===== src/rtl/button_conditioner.sv =====
// Per-channel push-button conditioner: two-flop synchroniser, counter debouncer,
// registered press/release pulses and an optional hold-to-repeat fire generator.
module button_conditioner #(
  parameter int unsigned  N             = 3,
  parameter int unsigned  STABLE_CYCLES = 4,
  parameter int unsigned  REPEAT_DELAY  = 50_000_000,
  parameter int unsigned  REPEAT_PERIOD = 10_000_000,
  parameter logic [N-1:0] REPEAT_MASK   = '0
) (
  input  logic         clk,
  input  logic         rst,
  input  logic [N-1:0] btn_in,
  output logic [N-1:0] level,
  output logic [N-1:0] press,
  // 'release' is a reserved word, hence the suffix.
  output logic [N-1:0] release_pulse,
  output logic [N-1:0] fire
);

  localparam int unsigned DW   = $clog2(STABLE_CYCLES + 1);
  localparam int unsigned RMAX = (REPEAT_DELAY > REPEAT_PERIOD) ? REPEAT_DELAY : REPEAT_PERIOD;
  localparam int unsigned RW   = $clog2(RMAX + 1);

  localparam logic [1:0] StIdle   = 2'd0;
  localparam logic [1:0] StWait   = 2'd1;
  localparam logic [1:0] StRepeat = 2'd2;

  for (genvar i = 0; i < N; i++) begin : g_chan
    logic          s1, s2;
    logic          lvl, prs, rls, fr;
    logic [DW-1:0] dcnt, dcnt_inc;
    logic [RW-1:0] rcnt, rcnt_inc;
    logic [1:0]    state;
    logic          flip, rise, fall;

    always_comb begin
      dcnt_inc = dcnt + DW'(1);
      rcnt_inc = rcnt + RW'(1);
      flip     = (s2 != lvl) && (dcnt_inc == DW'(STABLE_CYCLES));
      rise     = flip && !lvl;
      fall     = flip && lvl;
    end

    always_ff @(posedge clk) begin
      if (rst) begin
        s1    <= 1'b0;
        s2    <= 1'b0;
        lvl   <= 1'b0;
        prs   <= 1'b0;
        rls   <= 1'b0;
        fr    <= 1'b0;
        dcnt  <= '0;
        rcnt  <= '0;
        state <= StIdle;
      end else begin
        s1 <= btn_in[i];
        s2 <= s1;

        if (s2 == lvl) begin
          dcnt <= '0;
        end else if (flip) begin
          dcnt <= '0;
          lvl  <= ~lvl;
        end else begin
          dcnt <= dcnt_inc;
        end

        prs <= rise;
        rls <= fall;
        fr  <= 1'b0;

        // A release wins over any timer match on the same edge.
        if (fall) begin
          state <= StIdle;
          rcnt  <= '0;
        end else begin
          case (state)
            StIdle: begin
              if (rise) begin
                fr <= 1'b1;
                if (REPEAT_MASK[i]) begin
                  state <= StWait;
                  rcnt  <= RW'(1);
                end
              end
            end
            StWait: begin
              if (rcnt == RW'(REPEAT_DELAY)) begin
                fr    <= 1'b1;
                rcnt  <= RW'(1);
                state <= StRepeat;
              end else begin
                rcnt <= rcnt_inc;
              end
            end
            StRepeat: begin
              if (rcnt == RW'(REPEAT_PERIOD)) begin
                fr   <= 1'b1;
                rcnt <= RW'(1);
              end else begin
                rcnt <= rcnt_inc;
              end
            end
            default: begin
              state <= StIdle;
              rcnt  <= '0;
            end
          endcase
        end
      end
    end

    assign level[i]         = lvl;
    assign press[i]         = prs;
    assign release_pulse[i] = rls;
    assign fire[i]          = fr;
  end

endmodule

===== config.mk =====
export PLATFORM = sky130hd
export DESIGN_NAME = button_conditioner
export DESIGN_NICKNAME = d
export VERILOG_FILES = /design/src/rtl/button_conditioner.sv
export SDC_FILE = /design/constraint.sdc
export NUM_CORES = 1
export LEC_CHECK = 0
export ABC_AREA = 1
export CAP_MARGIN = 20
export CORE_MARGIN = 8
export CORE_UTILIZATION = 35
export DETAILED_ROUTE_END_ITERATION = 6
export GPL_TIMING_DRIVEN = 1
export PLACE_DENSITY = 0.65
export SLEW_MARGIN = 25
export SYNTH_ARGS = -nofsm -noshare
export SYNTH_HDL_FRONTEND = slang
export SYNTH_SLANG_ARGS = --single-unit

===== constraint.sdc =====
create_clock -name clk -period 1.3 [get_ports clk]
set_input_delay 0.39 -clock clk [delete_from_list [all_inputs] [get_ports clk]]
set_output_delay 0.39 -clock clk [all_outputs]
set_load 0.005 [all_outputs]

==> flow_metrics.tcl, run 1 <==
set metrics [dict create \
    endpoint_kind "output port" \
    maxCapViolCount 0 \
    cp.required_ps 910 \
    worstMarginPinSlew_ps 160 \
    cellPowerDensity_nw_per_um2 1070 \
    diodes 0 \
    cts_tree "built" \
    cts_root_buf "clkbuf_4" \
    via_count 659 \
    cp_max_fo 1 \
    drv_slew 0 \
    cts_made_buffers 3 \
    syn2layout_area_growth_pct 15.9 \
    die_x_um 69.4 \
    grt_first_pass_wirelength_um 2500 \
    grt_usage 0.0622 \
    outcome "completed" \
    wl_per_cell_um 8.85 \
    slew-limit-headroom 0.892 \
    synth_cells 117 \
    layout_min_cycle_time_ps 1240 \
    hold_class "reg2reg" \
    clock_latency_ps 310 \
    drt-initial-drc-count 11 \
    critPathLaunchType "flip-flop" \
    skew_ps 6.13 \
    route.detailed.vias_per_inst 4.09 \
    critPathKind "reg2out" \
    post-route-period-util 0.950 \
    netlist-cell-type-count 13 \
    ir_worst_vdd_mv 0.659 \
    path_cells "clkdlybuf4s15_1" \
    globalplace.congestion 0.813 \
    synth_top_area_share 0.542 \
    grt_overflow 0 \
    initial_core_util 0.365 \
    fill_cells 273 \
    synthTopCellsByArea "dfxtp_1 (54%), nor2_1 (9.4%), buf_4 (9.0%)" \
    cts.path.max_buffers 2 \
    coreArea_um2 2730 \
    syn-cell-area_um2 997 \
    design_area_um2 1160 \
    clkTransAtPathRegs_ps 130 \
    antenna_found_initial 0 \
    r2r_end "g_chan[1].dcnt[1]" \
    timing.rr.start "g_chan[1].dcnt[0]" \
    post_cts_buffers 0 \
    io_buffers 16 \
    fmax_mhz 809 \
    holdPathEnd "g_chan[1].s2" \
    ios 17 \
    ys_seq_area_frac 0.542 \
    syn_nets 128 \
    postCtsHoldBufs 0 \
    die_h_um 69.4 \
    drc 0 \
    cp.depth 1 \
    hold_path_startpoint "g_chan[1].s1" \
    dr.pass1.iters 4 \
    postSynthAreaPerCell_um2 8.52 \
    grt_pass1_vias 651 \
    die-area_um2 4810 \
    path_buf_inv 1 \
    rsz0062_at_grt "no" \
    arrival_ps 850 \
    num_rows 19 \
    htree_levels 1 \
    ys_warn_count 0 \
    leakage_nw 0.536 \
    synth_seq_cells 27 \
    r2r_setup_slack_ps 170 \
    drive_above_1_share 0.169 \
    hold_depth 2 \
    layout.nets 142 \
    reg2reg_depth 5 \
    final-setup-viol-count 0 \
    yosysTopAreaCell "dfxtp_1" \
    final_hold_viol_count 0 \
    hpwl_um 1160 \
    cpMaxStageDelayCell "dfxtp_2" \
    cts_num_sinks 27 \
    slowest_delay_ps 340 \
    grt_max_degree 15 \
    placed_area_um2 1140 \
    wirelength_um 1430 \
    critPathTopFamily "flip-flops" \
    ant_nets 0 \
    total_power_mw 1.24 \
]
==> repair_timing <==
item	CTS	global route
setup endpoints to repair	12	10
gates resized for setup	22	14
endpoints found under the hold margin	0	0
==> cell families (layout without fill, tap and decap cells) <==
kind of cell / count (synthesis) / in the layout / synth area share
flops: 27 / 27 / 0.542
compound gates: 3 / 3 / 0.0151
fa+ha+maj: 6 / 6 / 0.0753
buf+inv: 35 / 48 / 0.184
simple gates: 46 / 46 / 0.183
==> synth_stat cells <==
library cell,number
dfxtp_1,27
nor2_1,25
inv_1,21
nand2_1,14
buf_4,12
ha_1,6
nand3_1,3
nor3_1,3
a21oi_1,2
buf_6,1
inv_2,1
nand4_1,1
o21ai_0,1
==> report_power, final <==
| group | internal [mW] | total (mW) | leakage, nW | switching [mW] |
|---|---|---|---|---|
| combinational | 0.0253 | 0.0501 | 0.298 | 0.0248 |
| sequential | 0.839 | 0.844 | 0.223 | 0.00536 |
| clock | 0.120 | 0.342 | 0.0150 | 0.222 |
==> area by class of cell <==
class | instances | area (um2) | share of cell area
flip-flops and latches | 27 | 551 | 0.476
multi-input cells | 55 | 273 | 0.236
repair buffers | 22 | 185 | 0.160
inverters | 22 | 82.6 | 0.0714
well taps | 31 | 38.8 | 0.0335
clock buffers | 4 | 26.3 | 0.0227
==> state kept, by name, summed over array words and instances, names as in the netlist <==
register and flops:
g_chan.s1 3, g_chan.dcnt 9, g_chan.fr 3, g_chan.s2 3, g_chan.rls 3, g_chan.prs 3, g_chan.lvl 3
==> worst register-to-register path, cell delays in order, from the launching register on <==
cell and delay, ps:
dfxtp_1 340, ha_1 190, ha_1 220, nor2_1 110, nand3_1 120, nor2_1 110
==> how the worst max path moves through the flow <==
stage	startpoint	endpoint	slack, ps
floorplan	g_chan[1].dcnt[0]	g_chan[1].dcnt[0]	270
global placement	rst	g_chan[1].dcnt[0]	-60
detailed placement	rst	g_chan[1].dcnt[1]	-110
CTS	g_chan[2].fr	fire[2]	0.2
global route	g_chan[2].fr	fire[2]	3
finish	g_chan[2].fr	fire[2]	60
==> metrics by stage <==
stage | std cells | hold slack (ps) | utilization | setup WS, ps | setup TNS (ps)
floorplan | 117 | 388 | - | 270 | 0
global placement | 157 | 389 | 0.417 | -62.9 | -592
detailed placement | 157 | 398 | 0.417 | -111 | -1130
CTS | 161 | 414 | 0.426 | 0.151 | 0
global route | 161 | 419 | 0.423 | 3.28 | 0
finish | 161 | 408 | 0.423 | 64.5 | 0
==> cells in the final DEF (no fill, tap or decap) <==
cell / n
a21oi_1: 2
buf_4: 6
clkbuf_1: 1
clkbuf_2: 4
clkbuf_4: 3
clkdlybuf4s15_1: 8
clkdlybuf4s50_1: 4
dfxtp_1: 19
dfxtp_2: 8
ha_1: 6
inv_1: 21
inv_2: 1
nand2_1: 14
nand3_1: 3
nand4_1: 1
nor2_1: 25
nor3_1: 3
o21ai_0: 1
==> routing by layer <==
metal  up-vias  part of all wire  global-route usage
met5         -                 0                   0
met2        13              0.50               0.102
li1        361                 -                   -
met3         2             0.081              0.0415
met1       283              0.41              0.0590
met4         0             0.011              0.0273
(Power assumes the default switching activity.)
==> run 2: changes to the inputs <==
--- a/config.mk
+++ b/config.mk
@@ -12,6 +12,7 @@
 export DETAILED_ROUTE_END_ITERATION = 6
 export GPL_TIMING_DRIVEN = 1
 export PLACE_DENSITY = 0.65
+export SETUP_SLACK_MARGIN = 0.3
 export SLEW_MARGIN = 25
 export SYNTH_ARGS = -nofsm -noshare
 export SYNTH_HDL_FRONTEND = slang
==> run 2 against run 1 <==
Compared with the run above:
- worst setup slack improved by 62 ps
- global-route usage rose by 0.41 points
- clock-buffer cell count did not move
- clock skew rose by 1.6 ps
- power rose by 2.5%
- die area did not move
- combinational power rose by 25%
- design area rose by 12%
- sequential power barely moved
- register-to-register slack improved by 100 ps
==> flow_metrics.tcl, run 2 (synthesis results as in run 1) <==
set metrics [dict create \
    grt_first_pass_wirelength_um 2590 \
    post-place-ws_ps -139 \
    ios 17 \
    cts_root_buf "clkbuf_4" \
    num_rows 19 \
    post-route-period-util 0.903 \
    critPathKind "reg2out" \
    grt_usage 0.0663 \
    wirelength_um 1560 \
    critPathTopFamily "flip-flops" \
    final_util 0.473 \
    fin_ws_ps 126 \
    die_x_um 69.4 \
    routed.top_layer "met4" \
    drt-initial-drc-count 20 \
    final_cell_mix "inv_1 (20), nor2_1 (19), dfxtp_1 (15)" \
    drv_slew 0 \
    holdPathEnd "g_chan[0].s2" \
    critPathLaunchType "flip-flop" \
    cts_tree "built" \
    maxCapViolCount 0 \
    cpMaxStageDelayCell "dfxtp_2" \
    hold_depth 2 \
    slowest_delay_ps 350 \
    met1_length_um 651 \
    coreArea_um2 2730 \
    cts_made_buffers 3 \
    htree_levels 1 \
    layout.nets 141 \
    largest_reg_flops 9 \
    post_cts_buffers 0 \
    reg2reg_depth 5 \
    grt_max_degree 15 \
    slew-limit-headroom 0.830 \
    diodes 0 \
    clock_latency_ps 320 \
    top_register "g_chan.dcnt" \
    path_cells "buf_6" \
    r2r_setup_slack_ps 270 \
    fmax_mhz 852 \
    cts.path.max_buffers 2 \
    met3_length_um 96 \
    hold_ws_ps 405 \
    route.detailed.vias_per_inst 4.28 \
    die_h_um 69.4 \
    die-area_um2 4810 \
    grt_pass1_vias 624 \
    timing.rr.start "g_chan[1].dcnt[0]" \
    wl_per_cell_um 9.72 \
    hpwl_um 1140 \
    drc 0 \
    cp.required_ps 910 \
    path_buf_inv 1 \
    ir_worst_vdd_mv 0.566 \
    cts_num_sinks 27 \
    skew_ps 7.69 \
    hold_class "reg2reg" \
    met2_length_um 757 \
    layout_min_cycle_time_ps 1170 \
    leakage_nw 0.557 \
    ant_nets 0 \
    drive_above_1_share 0.426 \
    final_hold_viol_count 0 \
    r2r_end "g_chan[1].dcnt[0]" \
    hold_path_startpoint "g_chan[0].s1" \
    grt_overflow 0 \
    worstMarginPinSlew_ps 254 \
    arrival_ps 780 \
    outcome "completed" \
    total_power_mw 1.27 \
    final-setup-viol-count 0 \
    initial_core_util 0.365 \
    final_common_cell "inv_1" \
    cp_max_fo 2 \
    io_buffers 16 \
    syn2layout_area_growth_pct 29.7 \
    cellPowerDensity_nw_per_um2 979 \
    via_count 684 \
    clkTransAtPathRegs_ps 140 \
    antenna_found_initial 0 \
    rsz0062_at_grt "yes" \
    endpoint_kind "output port" \
    dr.pass1.iters 4 \
    globalplace.congestion 0.816 \
]
[run 2: cell count changes in the layout (fill, tap and decap cells not counted), sizes merged]
| cell | delta |
|---|---|
| buf | +11 |
| clkdlybuf4s50 | -1 |
| dlygate4sd2 | +1 |
| clkdlybuf4s15 | -8 |
| clkbuf | -4 |
[run 2: worst max-delay path by stage]
stage / start / endpoint / slack (ps) / depth (start not counted)
4_1_cts: g_chan[2].lvl / level[2] / 110 / 1
3_5_place_dp: rst / g_chan[2].dcnt[0] / -140 / 5
2_1_floorplan: g_chan[1].dcnt[0] / g_chan[1].dcnt[0] / 300 / 5
6_report: g_chan[2].lvl / level[2] / 130 / 1
5_1_grt: g_chan[2].lvl / level[2] / 80 / 1
3_3_place_gp: rst / g_chan[0].dcnt[1] / -110 / 5
[run 2: final cells by class]
| cell class | count | area, um2 |
|---|---|---|
| clock buffers | 4 | 26.3 |
| repair buffers | 21 | 159 |
| inverters | 22 | 85.1 |
| well taps | 31 | 38.8 |
| fillers | 250 | 1440 |
| multi-input cells | 55 | 429 |
| flip-flops and latches | 27 | 556 |
[run 2: layer usage]
metal / vias up / GRT usage
met3: 5 / 0.0272
li1: 359 / -
met4: 0 / 0.0478
met1: 306 / 0.0680
met5: - / 0
met2: 14 / 0.107
[run 2: power breakdown]
part	internal, mW	switching [mW]	total, mW
clock network	0.120	0.238	0.358
registers	0.839	0.00696	0.846
logic	0.0296	0.0332	0.0628
total	0.989	0.278	1.27
[run 2: timing repair]
| item | 4_1_cts | 5_1_grt |
|---|---|---|
| setup endpoints to repair | 33 | 27 |
| pin swaps | 16 | 16 |
| hold buffers | 0 | 0 |
| resized for setup | 74 | 25 |
[run 2: metrics by stage]
| stage | instance area (um2) | setup TNS [ps] | std cells |
|---|---|---|---|
| 4_1_cts | 1190 | 0 | 160 |
| 2_1_floorplan | 1000 | 0 | 117 |
| 5_1_grt | 1290 | 0 | 160 |
| 3_3_place_gp | 1130 | -970 | 156 |
| 6_report | 1290 | 0 | 160 |
| 3_5_place_dp | 1130 | -1170 | 156 |
